File: config.mk
export PLATFORM = sky130hd
export DESIGN_NAME = a2d_spi_resp
export DESIGN_NICKNAME = d
export VERILOG_FILES = /design/src/rtl/a2d_pkg.sv /design/src/rtl/spi_edge_sync.sv /design/src/rtl/a2d_spi_resp.sv
export SDC_FILE = /design/constraint.sdc
export NUM_CORES = 1
export LEC_CHECK = 0
export ABC_AREA = 0
export BUFFER_PORTS_ARGS = -buffer_cell sky130_fd_sc_hd__buf_2
export CAP_MARGIN = 10
export CORE_ASPECT_RATIO = 0.6
export CORE_MARGIN = 2
export CORE_UTILIZATION = 40
export DETAILED_ROUTE_END_ITERATION = 6
export PLACE_DENSITY = 0.58
export SLEW_MARGIN = 20
export SYNTH_ARGS = -nofsm -noshare
export SYNTH_HDL_FRONTEND = slang
export SYNTH_HIERARCHICAL = 1
export SYNTH_SLANG_ARGS = --single-unit
export TNS_END_PERCENT = 50
File: constraint.sdc
create_clock -name clk -period 3.19 [get_ports clk]
set_input_delay 0.638 -clock clk [delete_from_list [all_inputs] [get_ports clk]]
set_output_delay 0.638 -clock clk [all_outputs]
set_load 0.01 [all_outputs]
File: src/rtl/a2d_pkg.sv
// Shared constants and types for the A2D SPI responder: frame length,
// channel numbers and the frame state machine encoding.
package a2d_pkg;

    localparam int FRAME_BITS = 16;

    localparam logic [2:0] CH_BATT   = 3'd0;
    localparam logic [2:0] CH_CURR   = 3'd1;
    localparam logic [2:0] CH_BRAKE  = 3'd3;
    localparam logic [2:0] CH_TORQUE = 3'd4;

    typedef enum logic {
        IDLE   = 1'b0,
        ACTIVE = 1'b1
    } state_t;

endpackage

File: src/rtl/spi_edge_sync.sv
// Three-flop synchronizer for an asynchronous pin, producing one-clk
// rise/fall strobes from the two metastability-settled stages.
module spi_edge_sync (
    input  logic clk,
    input  logic rst_n,
    input  logic din,
    output logic rise,
    output logic fall
);

    logic [2:0] sync;

    // Resetting to 0 means a pin already low at reset release never looks like a fall.
    always_ff @(posedge clk or negedge rst_n) begin
        if (!rst_n) begin
            sync <= '0;
        end else begin
            sync <= {sync[1:0], din};
        end
    end

    assign rise = sync[1] & ~sync[2];
    assign fall = ~sync[1] & sync[2];

endmodule

File: src/rtl/a2d_spi_resp.sv
// SPI responder emulating the DE0 8-channel 12-bit A2D: each 16-bit frame
// returns the held result for the channel commanded in the previous frame.
module a2d_spi_resp
    import a2d_pkg::*;
#(
    parameter logic [2:0] RST_CH = 3'd0
) (
    input  logic        clk,
    input  logic        rst_n,
    input  logic        SS_n,
    input  logic        SCLK,
    input  logic        MOSI,
    output logic        MISO,
    input  logic [11:0] batt,
    input  logic [11:0] curr,
    input  logic [11:0] brake,
    input  logic [11:0] torque,
    output logic [7:0]  frm_cnt,
    output logic        frm_err
);

    localparam logic [4:0] FRAME_LEN = 5'(FRAME_BITS);

    state_t      state;
    state_t      state_nxt;
    logic        ss_rise;
    logic        ss_fall;
    logic        sclk_rise;
    logic        sclk_fall;
    logic        mosi_meta;
    logic        mosi_s;
    logic [15:0] tx_shft;
    // Only the channel field [13:11] of the command is ever consumed, so the
    // two bits above it are not kept.
    logic [13:0] rx_shft;
    logic [4:0]  bit_cnt;
    logic [11:0] result;
    logic [2:0]  chnl;
    logic [2:0]  chnl_nxt;
    logic [11:0] sample;
    logic        frame_ok;

    spi_edge_sync u_ss_sync (
        .clk  (clk),
        .rst_n(rst_n),
        .din  (SS_n),
        .rise (ss_rise),
        .fall (ss_fall)
    );

    spi_edge_sync u_sclk_sync (
        .clk  (clk),
        .rst_n(rst_n),
        .din  (SCLK),
        .rise (sclk_rise),
        .fall (sclk_fall)
    );

    always_ff @(posedge clk or negedge rst_n) begin
        if (!rst_n) begin
            mosi_meta <= 1'b0;
            mosi_s    <= 1'b0;
        end else begin
            mosi_meta <= MOSI;
            mosi_s    <= mosi_meta;
        end
    end

    always_ff @(posedge clk or negedge rst_n) begin
        if (!rst_n) begin
            state <= IDLE;
        end else begin
            state <= state_nxt;
        end
    end

    always_comb begin
        state_nxt = state;
        case (state)
            IDLE:    if (ss_fall) state_nxt = ACTIVE;
            ACTIVE:  if (ss_rise) state_nxt = IDLE;
            default: state_nxt = IDLE;
        endcase
    end

    assign frame_ok = (state == ACTIVE) && ss_rise && (bit_cnt == FRAME_LEN);

    // Sample-and-hold: the channel is decoded and its value captured in the same clk.
    always_comb begin
        chnl_nxt = chnl;
        if (frame_ok) chnl_nxt = rx_shft[13:11];
        sample = 12'h000;
        case (chnl_nxt)
            CH_BATT:   sample = batt;
            CH_CURR:   sample = curr;
            CH_BRAKE:  sample = brake;
            CH_TORQUE: sample = torque;
            default:   sample = 12'h000;
        endcase
    end

    always_ff @(posedge clk or negedge rst_n) begin
        if (!rst_n) begin
            tx_shft <= '0;
            rx_shft <= '0;
            bit_cnt <= '0;
            result  <= '0;
            chnl    <= RST_CH;
            frm_cnt <= '0;
            frm_err <= 1'b0;
        end else begin
            frm_err <= 1'b0;
            if (state == IDLE) begin
                if (ss_fall) begin
                    tx_shft <= {4'h0, result};
                    rx_shft <= '0;
                    bit_cnt <= '0;
                end
            end else begin
                if (sclk_rise) begin
                    rx_shft <= {rx_shft[12:0], mosi_s};
                    if (bit_cnt != 5'd31) bit_cnt <= bit_cnt + 5'd1;
                end
                if (sclk_fall) tx_shft <= {tx_shft[14:0], 1'b0};
                if (ss_rise) begin
                    if (frame_ok) begin
                        chnl    <= chnl_nxt;
                        result  <= sample;
                        frm_cnt <= frm_cnt + 8'd1;
                    end else begin
                        frm_err <= 1'b1;
                    end
                end
            end
        end
    end

    assign MISO = tx_shft[15];

endmodule

# After elaboration in Yosys (flattened, before gate mapping)
# Cells that the tools add are included.
[word_totals] in_bits=53 latchBits=0 rom_bits=0 out_inout_bits=10 wordCells=57 mem_bits_rw=0 regBits=68 n_memories=0
[classes] multipliers=0 bitwise=9 n_mux=18 add_sub_neg=2 eq_ne=8 n_reduce_logical=8 n_div=0 n_lt_le_gt_ge=0 shift=0
[ops] cell="$mux 16" n=3
[ops] cell="$pmux 12 s4" n=1
[ops] cell="$mux 14" n=3
[ops] cell="$mux 5" n=4
[ops] cell="$add 8x1->8 const B" n=1
[ops] cell="$ne 2x1->1 const B" n=3
[ops] cell="$reduce_and 3->1" n=2
[ops] cell="$add 5x1->5 const B" n=1
[ops] cell="$eq 5x5->1 const B" n=1
[ops] cell="$mux 1" n=5
[ops] cell="$ne 5x5->1 const B" n=1
[ops] cell="$not 1->1" n=5
[ops] cell="$and 1x1->1" n=4
[ops] cell="$reduce_and 2->1" n=2
[ops] cell="$eq 3x1->1 const B" n=1
[ops] cell="$eq 3x2->1 const B" n=1
[ops] cell="$eq 3x3->1 const B" n=1
[ops] cell="$logic_not 3->1" n=1
[ops] cell="$mux 3" n=1
[ops] cell="$logic_and 1x1->1" n=2
[ops] cell="$pmux 1 s2" n=1
[ops] cell="$reduce_bool 2->1" n=1

# Logic depth before layout (Yosys ltp)
# Gate-level depths: netlist of the first run.
[logic_depth] ltp_word=7 ltp_mapped=7 ltp_nobuf=7

# Modules after synthesis
# Netlist of the first run, hierarchy kept.
[modules_own_cells] mod="a2d_spi_resp" seq_area_each_um2=1476.4 area_per_inst_um2=3104.2 n_inst=1 cells_each=304
[modules_own_cells] mod="spi_edge_sync" seq_area_each_um2=75.1 area_per_inst_um2=90.1 n_inst=2 cells_each=5

# Least setup slack after synthesis of the first run
# OpenSTA, ideal clock, no wires.
[synth_path] path_kind="register to register" start="register bit_cnt[0]" end="register bit_cnt[4]" synth_period_minus_slack_ns=1.784 arrival_time_ns=1.651 stages_incl_launch_ff=8 n_path_buf=0 required_time_ns=3.057 setup_ns=0.133 path_slack_ns=1.406 path_cell_list="dfrtp_1 > ha_1 > and3_1 > ha_1 > and2b_1 > mux2_2 > nand2_1 > o21ai_0"
[synth_between] elab_chain_cells=4 elab_cells_between_ends=7 cone_classes="add/sub (1); eq/ne (2); mux (3); reduce/logical (1)"
[synth_lines] item="from (decl)" line_no="a2d_spi_resp.sv:36" source="logic [4:0] bit_cnt;"
[synth_lines] item="from (signal assigned)" line_no="a2d_spi_resp.sv:122" source="if (bit_cnt != 5'd31) bit_cnt <= bit_cnt + 5'd1;"
[synth_lines] item="$add 5x1->5" line_no="a2d_spi_resp.sv:122"
[synth_lines] item="$mux 5" line_no="a2d_spi_resp.sv:122"
[synth_lines] item="$mux 5" line_no="a2d_spi_resp.sv:120" source="if (sclk_rise) begin"
[synth_lines] item="$mux 5" line_no="a2d_spi_resp.sv:113" source="if (state == IDLE) begin"
# Several ways; a longest one is shown, not always the timed one. The select of a mux whose other input is x is not followed.
# A chain may end at the register's enable or synchronous reset.

# Worst setup path after layout of the first run
# Same ends and word-level chain as after synthesis.

==> results.sh, run 1 <==
export IMPL_grt_pass1_wl_um=11300
export IMPL_wl_um=6790
export IMPL_cts_sinks=65
export IMPL_drt_iter0_markers=159
export IMPL_slew_violations=0
export IMPL_ys_flop_type="dfrtp_1"
export IMPL_drt_pass1_iter_count=4
export IMPL_tns_ns=0
export IMPL_cts_setup_buffers=0
export IMPL_yosysWarnings=6
export IMPL_cts_path_max_buffers=2
export IMPL_start_kind="flip-flop"
export IMPL_via_count=2364
export IMPL_htreeDepth=3
export IMPL_r2r_end="bit_cnt[4]"
export IMPL_syn_inst=314
export IMPL_clkTransAtPathRegs_ns=0.05
export IMPL_cts_resized_gates=0
export IMPL_antenna_found_initial=0
export IMPL_cp_data_required_time_ns=3.37
export IMPL_place_gp_congestion=0.733
export IMPL_drive_gt1_share_pct=31.9
export IMPL_ys_types=38
export IMPL_crit_end="bit_cnt[4]"
export IMPL_max_freq_ghz=0.521
export IMPL_grt_max_degree=39
export IMPL_cts_tree="built"
export IMPL_synth_fp_nets=371
export IMPL_num_rows=25
export IMPL_holdCritPathClass="input port to asynchronous set/reset pin"
export IMPL_synth_enable_flop_cells=0
export IMPL_grt_pass1_vias=2200
export IMPL_num_fill_cells=742
export IMPL_worst_pin_slew_ns=0.735
export IMPL_hold_viol=0
export IMPL_area_growth_pct=18.8
export IMPL_seqCellArea_um2=1630
export IMPL_finalSetupViolCount=0
export IMPL_io_pins=63
export IMPL_antenna_left=0
export IMPL_ys_seq_area_share_pct=49.5
export IMPL_startpoint="bit_cnt[0]"
export IMPL_critPathArrivalTime_ns=2.10
export IMPL_fin_crit_ns=1.92
export IMPL_final_cells=481
export IMPL_cts_hold_buffers=0
export IMPL_cts_inserted_buffers=9
export IMPL_synth_seq_cells=65
export IMPL_root_buffer="clkbuf_16"
export IMPL_grtUsageTotal_pct=16.8
export IMPL_drc=0
export IMPL_syn_cell_area_um2=3280
export IMPL_dpl_hpwl_um=4650
export IMPL_rsz0062_at_grt="no"
export IMPL_vias_per_cell=4.91
export IMPL_io_buffer_count=62
export IMPL_overflow=0
export IMPL_power_density_nw_per_um2=533
export IMPL_skew_ns=0.00438
export IMPL_coreArea_um2=7910
export IMPL_post_route_period_util_pct=60.2
export IMPL_end_kind="flip-flop"
export IMPL_place_inst=468
export IMPL_rrSetupSlack_ns=1.27
export IMPL_slew_headroom_pct=51.0
export IMPL_ff2ff_path_depth=7
export IMPL_die_w_um=121
export IMPL_fp_dieArea_um2=8980
export IMPL_ir_drop_v=0.000268
export IMPL_start_util_pct=41.5
export IMPL_status="complete, no violations"
export IMPL_dp_slack_ns=1.27
export IMPL_multi_input_area_um2=1520
export IMPL_wire_per_inst_um=14.1
export IMPL_antenna_cells=0
export IMPL_layout_setup_ws_ns=1.27
export IMPL_worstReg2RegStart="bit_cnt[0]"
export IMPL_worstSetupPathType="flip-flop to flip-flop"
export IMPL_clk_latency_ns=0.32
export IMPL_die_h_um=74.2
export IMPL_syn_avg_cell_area_um2=10.5
export IMPL_max_cap_viol_count=0
export IMPL_crit_fanout=6
export IMPL_cellLeakagePower_uw=0.00185
export IMPL_ys_async_sr_fraction_pct=100
export IMPL_nNetsFinal=428
[sequential cells by signal, summed over array words and instances, names as in the netlist]
signal and flops:
tx_shft 16, rx_shft 14, result 12, frm_cnt 8, bit_cnt 5, u_sclk_sync/sync 3, u_ss_sync/sync 3, frm_err 1
mosi_meta 1, mosi_s 1, state 1
[kinds of logic after synthesis]
family                     count (synthesis)  synth area share (%)
adders and majority gates                  4                  1.52
and+or+nand+nor                          104                  15.6
xor gates and xnor gates                   9                  2.63
AOI/OAI and AO/OA                         61                  11.3
DFF                                       65                  49.5
muxes                                     46                  15.2
buffers and inverters                     25                  4.19
[report_power, final]
part | switching (uW) | total [uW] | leakage [uW] | internal, uW
sequential | 74.0 | 983 | 0.000800 | 909
combinational | 116 | 251 | 0.000929 | 135
clock | 314 | 846 | 0.000124 | 531
[layer usage]
| layer | share of wire [%] | GRT usage [%] | vias up |
|---|---|---|---|
| met4 | 1.5 | 6.59 | 0 |
| met5 | 0 | 0 | - |
| met2 | 38 | 22.2 | 64 |
| met3 | 5.7 | 6.29 | 8 |
| met1 | 55 | 24.6 | 1092 |
| li1 | - | - | 1200 |
[Yosys cell counts, types with 2 or more instances]
master | count | area [um2]
buf_2 | 8 | 40.0
nand2_1 | 48 | 180
and2b_2 | 2 | 17.5
xor2_1 | 4 | 35.0
nor3b_1 | 2 | 15.0
buf_6 | 2 | 22.5
nand2b_1 | 16 | 100
clkbuf_1 | 9 | 33.8
dfrtp_1 | 65 | 1630
a31oi_1 | 11 | 68.8
nor2b_1 | 4 | 25.0
a22o_1 | 2 | 17.5
buf_4 | 2 | 15.0
inv_1 | 3 | 11.3
a21o_1 | 2 | 15.0
a22oi_1 | 12 | 90.1
nor2_1 | 18 | 67.6
o21ai_0 | 29 | 145
mux2_2 | 32 | 360
and3_1 | 2 | 12.5
nand4_1 | 5 | 31.3
mux2i_1 | 14 | 140
ha_1 | 4 | 50.1
xnor2_1 | 4 | 35.0
[cell type report]
| class | instances | area share [%] |
|---|---|---|
| sequential | 65 | 41.7 |
| multi-input combinational | 224 | 39.0 |
| timing repair buffer | 68 | 9.11 |
| clock buffer | 12 | 6.32 |
| tap | 108 | 3.46 |
| inverter | 3 | 0.289 |
| clock inverter | 1 | 0.128 |
[worst max-delay path, cell delays in order, from the launching register on]
cell	delay, ns
dfrtp_1	0.41
ha_1	0.23
and3_1	0.18
ha_1	0.17
and2b_1	0.29
mux2_2	0.35
nand2_1	0.06
o21ai_0	0.09
[metrics by stage]
step,hold slack [ns],util (%),cell area (um2),power (uW)
after global routing,0.276,49.3,3900,2200
after detailed placement,0.336,46.1,3650,1250
after global placement,0.332,46.1,3650,1240
final,0.257,49.3,3900,2080
after floorplan,0.331,-,3280,1150
after CTS,0.268,49.3,3900,2120
[cells in the final DEF, fill, tap and decap left out, types with 3 or more instances in the layout]
master and instances:
dfrtp_1 64, buf_2 62, nand2_1 48, mux2_2 32
o21ai_0 29, nor2_1 18, nand2b_1 16, mux2i_1 14
a22oi_1 12, a31oi_1 11, clkbuf_16 9, buf_4 6
nand4_1 5, xor2_1 4, xnor2_1 4, nor2b_1 4
ha_1 4, inv_1 3
[how the worst min path moves through the flow]
stage / end / cells after the start
2_1_floorplan: mosi_s / 0
3_3_place_gp: u_sclk_sync/sync[1] / 0
3_5_place_dp: u_sclk_sync/sync[1] / 0
4_1_cts: u_sclk_sync/sync[0] / 1
5_1_grt: u_sclk_sync/sync[0] / 1
6_report: u_sclk_sync/sync[0] / 1
(Power assumes the default switching activity.)
==> run 2: changes to the inputs <==
ABC_AREA = 1   (was 0)
clock period = 1.9 ns   (was 3.19 ns; I/O delays follow)
==> run 2 against run 1 <==
Effect of this change: clock-buffer cell count is the same; routed wire length grew 17%; sequential power grew 73%; critical path depth grew 5; global-route usage grew 0.50 points; synthesized area grew 2.9%; sequential share of layout area shrank 3.1 points; first-iteration DRC count grew 43%; worst setup slack lost 1.2 ns; critical endpoint is now frm_cnt[6].
==> results.sh, run 2 <==
export IMPL_wl_um=7960
export IMPL_die_w_um=123
export IMPL_synth_fp_nets=485
export IMPL_worstSetupPathType="flip-flop to flip-flop"
export IMPL_power_density_nw_per_um2=880
export IMPL_slew_violations=0
export IMPL_final_common_cell="inv_1"
export IMPL_post_route_period_util_pct=97.2
export IMPL_worst_pin_slew_ns=0.477
export IMPL_clkTransAtPathRegs_ns=0.05
export IMPL_synth_area_leaders="dfrtp_1 (50%), inv_1 (10%), nor2_1 (9.4%), nand2_1 (9.1%), o22ai_1 (3.0%)"
export IMPL_layout_setup_ws_ns=0.0532
export IMPL_holdCritPathClass="input port to asynchronous set/reset pin"
export IMPL_syn_inst=428
export IMPL_vias_per_cell=4.63
export IMPL_syn_cell_area_um2=3380
export IMPL_ir_drop_v=0.000582
export IMPL_start_kind="flip-flop"
export IMPL_ys_types=29
export IMPL_crit_fanout=8
export IMPL_drt_iter0_markers=228
export IMPL_swShare_pct=26.7
export IMPL_wire_per_inst_um=12.7
export IMPL_final_cells=625
export IMPL_critPathArrivalTime_ns=2.06
export IMPL_fp_dieArea_um2=9220
export IMPL_top_register="tx_shft"
export IMPL_finalSetupViolCount=0
export IMPL_antenna_found_initial=0
export IMPL_place_inst=595
export IMPL_yosysWarnings=6
export IMPL_cts_sinks=68
export IMPL_cp_data_required_time_ns=2.12
export IMPL_drt_pass1_iter_count=5
export IMPL_overflow=0
export IMPL_via_count=2893
export IMPL_hold_ws_ns=0.00449
export IMPL_yosys_area_top_type="dfrtp_1"
export IMPL_grtUsageTotal_pct=17.3
export IMPL_intPower_uw=2840
export IMPL_cellLeakagePower_uw=0.00236
export IMPL_final_cell_mix="inv_1 (88), nor2_1 (81), nand2_1 (75), dfrtp_1 (68), buf_2 (62)"
export IMPL_dp_slack_ns=-0.00120
export IMPL_io_buffer_count=62
export IMPL_clk_latency_ns=0.33
export IMPL_end_kind="flip-flop"
export IMPL_yosys_area_top_type_share_pct=50.4
export IMPL_cts_path_max_buffers=2
export IMPL_power_switching_uw=1030
export IMPL_ys_seq_area_share_pct=50.4
export IMPL_place_gp_congestion=0.756
export IMPL_status="complete, no violations"
export IMPL_finalPower_uw=3870
export IMPL_largest_reg_flops=16
export IMPL_fin_crit_ns=1.85
export IMPL_sequentialPowerShare_pct=43.7
export IMPL_grt_pass1_vias=2566
export IMPL_io_pins=63
export IMPL_rsz0062_at_grt="yes"
export IMPL_dpl_hpwl_um=5190
export IMPL_cts_inserted_buffers=9
export IMPL_root_buffer="clkbuf_16"
export IMPL_largestRegisters="tx_shft: 16 flops, rx_shft: 14 flops, result: 12 flops"
export IMPL_grt_pass1_wl_um=12000
export IMPL_comb_power_share_pct=16.6
export IMPL_num_rows=25
export IMPL_max_freq_ghz=0.541
export IMPL_die_h_um=75.2
export IMPL_htreeDepth=3
export IMPL_drive_gt1_share_pct=25.7
export IMPL_slew_headroom_pct=68.2
export IMPL_tns_ns=0
export IMPL_ys_async_sr_fraction_pct=100
export IMPL_drc=0
export IMPL_max_cap_viol_count=0
export IMPL_coreArea_um2=8040
export IMPL_antenna_left=0
export IMPL_cts_tree="built"
export IMPL_area_growth_pct=30.2
export IMPL_syn_avg_cell_area_um2=7.90
export IMPL_hold_viol=0
export IMPL_synth_seq_cells=68
export IMPL_nNetsFinal=571
export IMPL_synth_enable_flop_cells=0
export IMPL_antenna_cells=0
export IMPL_grt_max_degree=39
export IMPL_synth_commonest_cells="inv_1 (91), nor2_1 (85), nand2_1 (82)"
export IMPL_ys_flop_type="dfrtp_1"
export IMPL_skew_ns=0.00357
export IMPL_num_fill_cells=716
export IMPL_start_util_pct=42.0
export IMPL_power_frac_clock_pct=39.6
export IMPL_yosysMostFrequentCell="inv_1"
[run 2: cell types whose count changed after synthesis, moves of 4 or more]
cell,change
mux2i_1,-14
nor2_1,+67
a31oi_1,-11
buf_2,-7
mux2_2,-32
o211ai_1,+10
a21oi_1,+5
nor2b_1,-4
o21ai_0,-12
nand2b_1,-16
o22ai_1,+15
nand2_1,+34
a22oi_1,-12
inv_1,+88
[run 2: metal layers]
layer / global-route usage [%] / share of wire, % / wire (um)
met5: 0 / 0 / 0
met4: 3.96 / 0.64 / 51
met3: 7.12 / 7.8 / 621
met2: 23.9 / 40 / 3190
met1: 25.1 / 51 / 4090
[run 2: worst max-delay path: stages (launching register included)]
cell	delay [ns]
dfrtp_1	0.40
inv_2	0.09
ha_4	0.14
nand2_4	0.06
inv_6	0.09
nand3_4	0.15
buf_12	0.19
buf_4	0.13
inv_2	0.04
nand2_1	0.09
nor2_2	0.12
nand3_1	0.09
xnor2_1	0.13
[run 2: logic make-up (layout without fill, tap and decap cells)]
group | count (synthesis) | in the layout | share of synthesized area (%)
buffers and inverters | 108 | 193 | 13.0
DFF | 68 | 68 | 50.4
xor gates and xnor gates | 6 | 6 | 1.55
AOI/OAI and AO/OA | 50 | 50 | 8.92
adders and majority gates | 4 | 4 | 1.48
and+or+nand+nor | 192 | 196 | 24.7
[run 2: repair_timing]
action                                  4_1_cts  5_1_grt
pin swaps                                     0       13
hold buffers                                  0        0
hold endpoints to repair                      0        0
gates resized for setup                       5       33
buffers inserted                              0       12
endpoints found under the setup margin        9       14
gates cloned                                  0        4
[run 2: final cells by class]
class / count / area [um2] / share of cell area (%)
clock buffer: 12 / 267 / 6.05
clock inverter: 2 / 10.0 / 0.227
inverter: 94 / 360 / 8.19
multi-input combinational: 256 / 1420 / 32.3
sequential: 68 / 1700 / 38.7
tap: 108 / 135 / 3.07
timing repair buffer: 85 / 505 / 11.5
[run 2: power by group through the flow]
stage,sequential [uW],clock [uW],combinational [uW]
3_5_place_dp,1720,0,587
6_report,1700,1540,644
5_1_grt,1710,1660,735
3_3_place_gp,1710,0,573
4_1_cts,1690,1590,591
2_1_floorplan,1710,0,376
[run 2: final timing paths]
path,startpoint,to,slack [ns],depth (start not counted)
min in group clk,SCLK,u_sclk_sync/sync[0],0.15,1
worst min register to register,u_sclk_sync/sync[0],u_sclk_sync/sync[1],0.35,0
worst max-delay path,bit_cnt[1],frm_cnt[6],0.05,12
worst min-delay path,rst_n,rx_shft[6],0.004,1
worst max register to register,bit_cnt[1],frm_cnt[6],0.05,12
max in group asynchronous,rst_n,u_ss_sync/sync[1],1.33,2
[run 2: stage by stage]
step | utilization, % | area (um2)
after floorplan | - | 3380
after CTS | 51.5 | 4140
after global placement | 47.7 | 3840
final | 54.8 | 4400
after global routing | 54.8 | 4400
after detailed placement | 47.7 | 3840
==> run 3: changes to the inputs <==
BUFFER_PORTS_ARGS = unset   (was -buffer_cell sky130_fd_sc_hd__buf_2)
DONT_BUFFER_PORTS = 1   (was unset)
PLACE_DENSITY = 0.51   (was 0.58)
==> run 3 against run 2 <==
Effect of this change: the flow now finishes with violations (hold timing); maximum frequency increased by 4.8%; highest routed layer unchanged; clock skew up 0.0039 ns; critical endpoint is now result[9]; total power decreased by 0.32%.
==> results.sh, run 3 (synthesized netlist as in run 2, its figures left out) <==
export IMPL_status="complete, but fails checks"
export IMPL_violations="hold timing"
export IMPL_grt_pass1_wl_um=11300
export IMPL_worstReg2RegStart="bit_cnt[1]"
export IMPL_skew_ns=0.00748
export IMPL_worst_pin_slew_ns=0.478
export IMPL_wl_um=7350
export IMPL_io_pins=63
export IMPL_io_buffer_count=0
export IMPL_cts_path_max_buffers=2
export IMPL_clk_latency_ns=0.33
export IMPL_wire_per_inst_um=13.3
export IMPL_dpl_hpwl_um=4870
export IMPL_holdCritPathClass="input port to asynchronous set/reset pin"
export IMPL_area_growth_pct=18.1
export IMPL_tns_ns=0
export IMPL_cellLeakagePower_uw=0.00204
export IMPL_place_gp_congestion=0.841
export IMPL_grt_pass1_vias=2304
export IMPL_drt_iter0_markers=207
export IMPL_slew_violations=0
export IMPL_die_h_um=75.2
export IMPL_drc=0
export IMPL_antenna_cells=0
export IMPL_largest_reg_flops=16
export IMPL_num_fill_cells=747
export IMPL_ir_drop_v=0.000637
export IMPL_largestRegisters="tx_shft: 16 flops, rx_shft: 14 flops, result: 12 flops"
export IMPL_max_freq_ghz=0.567
export IMPL_top_register="tx_shft"
export IMPL_max_cap_viol_count=0
export IMPL_multi_input_area_um2=1410
export IMPL_crit_fanout=8
export IMPL_fin_crit_ns=1.76
export IMPL_vias_per_cell=4.70
export IMPL_overflow=0
export IMPL_post_route_period_util_pct=92.8
export IMPL_fp_dieArea_um2=9220
export IMPL_seqCellArea_um2=1700
export IMPL_r2r_end="result[9]"
export IMPL_drt_pass1_iter_count=4
export IMPL_hold_ws_ns=-0.256
export IMPL_coreArea_um2=8040
export IMPL_cts_inserted_buffers=9
export IMPL_worstSetupPathType="flip-flop to flip-flop"
export IMPL_final_common_cell="inv_1"
export IMPL_end_kind="flip-flop"
export IMPL_drive_gt1_share_pct=12.9
export IMPL_final_cells=551
export IMPL_start_util_pct=42.0
export IMPL_root_buffer="clkbuf_16"
export IMPL_hold_viol=68
export IMPL_cp_data_required_time_ns=2.12
export IMPL_start_kind="flip-flop"
export IMPL_critPathArrivalTime_ns=1.98
export IMPL_num_rows=25
export IMPL_via_count=2587
export IMPL_place_inst=532
export IMPL_cts_sinks=68
export IMPL_clkTransAtPathRegs_ns=0.05
export IMPL_nNetsFinal=497
export IMPL_die_w_um=123
export IMPL_rrSetupSlack_ns=0.14
export IMPL_cts_tree="built"
export IMPL_slew_headroom_pct=68.0
export IMPL_antenna_left=0
export IMPL_htreeDepth=3
export IMPL_finalSetupViolCount=0
export IMPL_final_cell_mix="inv_1 (89), nor2_1 (81), nand2_1 (74), dfrtp_1 (68)"
export IMPL_grt_max_degree=69
export IMPL_final_util_pct=49.7
export IMPL_antenna_found_initial=0
export IMPL_power_density_nw_per_um2=967
export IMPL_grtUsageTotal_pct=16.3
export IMPL_ff2ff_path_depth=13
[run 3: changes by cell type in the layout (fill, tap and decap cells not counted), sizes merged]
cell / delta
clkbuf: -1
bufinv: +1
clkinv: -1
buf: -73
[run 3: layer usage]
layer | vias to the layer above | global-route usage (%) | wire, um
met2 | 56 | 21.9 | 2960
met4 | 0 | 4.09 | 57
met3 | 6 | 6.52 | 343
li1 | 1330 | - | -
met1 | 1195 | 24.1 | 4000
met5 | - | 0 | 0
[run 3: worst max path at each step]
stage                endpoint        from  depth (start not counted)  slack [ns]
detailed placement  result[6]  bit_cnt[1]                         13        0.04
global route        result[9]  bit_cnt[1]                         13      -0.001
finish              result[9]  bit_cnt[1]                         13        0.14
CTS                 result[2]  bit_cnt[1]                         13        0.02
floorplan           result[1]  bit_cnt[0]                         15        0.24
global placement    result[2]  bit_cnt[1]                         13        0.09
[run 3: repair_timing]
action / in CTS / in global routing
setup endpoints to repair: 0 / 13
resized for setup: 0 / 32
buffers inserted: 0 / 1
hold endpoints to repair: 68 / 68
[run 3: stage by stage]
stage / hold slack (ns) / setup slack, ns / power (uW) / cell area [um2]
after floorplan: 0.0844 / 0.242 / 2080 / 3380
after global placement: 0.0861 / 0.0928 / 2210 / 3520
after detailed placement: 0.0870 / 0.0417 / 2220 / 3520
after CTS: -0.268 / 0.0216 / 3880 / 3810
after global routing: -0.275 / -0.00121 / 4080 / 3990
final: -0.256 / 0.138 / 3860 / 3990
[run 3: where the power goes]
part	leakage, uW	total, uW	internal, uW	switching, uW
logic	0.00106	531	200	332
clock network	0.000145	1630	1070	565
registers	0.000834	1700	1620	76.5
total	0.00204	3860	2890	973
[run 3: final cells by class]
cell class              instances  share of cell area, %
inverters                      94                   8.96
clock buffers                  12                   6.42
multi-input cells             256                   35.3
flip-flops and latches         68                   42.6
repair buffers                 11                   2.48
clock inverters                 2                  0.877
well taps                     108                   3.38
[run 3: critical path, cell delays in order, from the launching register on]
cell and delay (ns):
dfrtp_1 0.38, inv_2 0.06, ha_1 0.14, nand2_2 0.07, inv_4 0.10, nand3_4 0.14
nand2_4 0.13, nand2_8 0.10, nand3_4 0.16, nor2_1 0.05, nor2_1 0.14, nand2_1 0.07
nand2_1 0.05, nand2_1 0.04
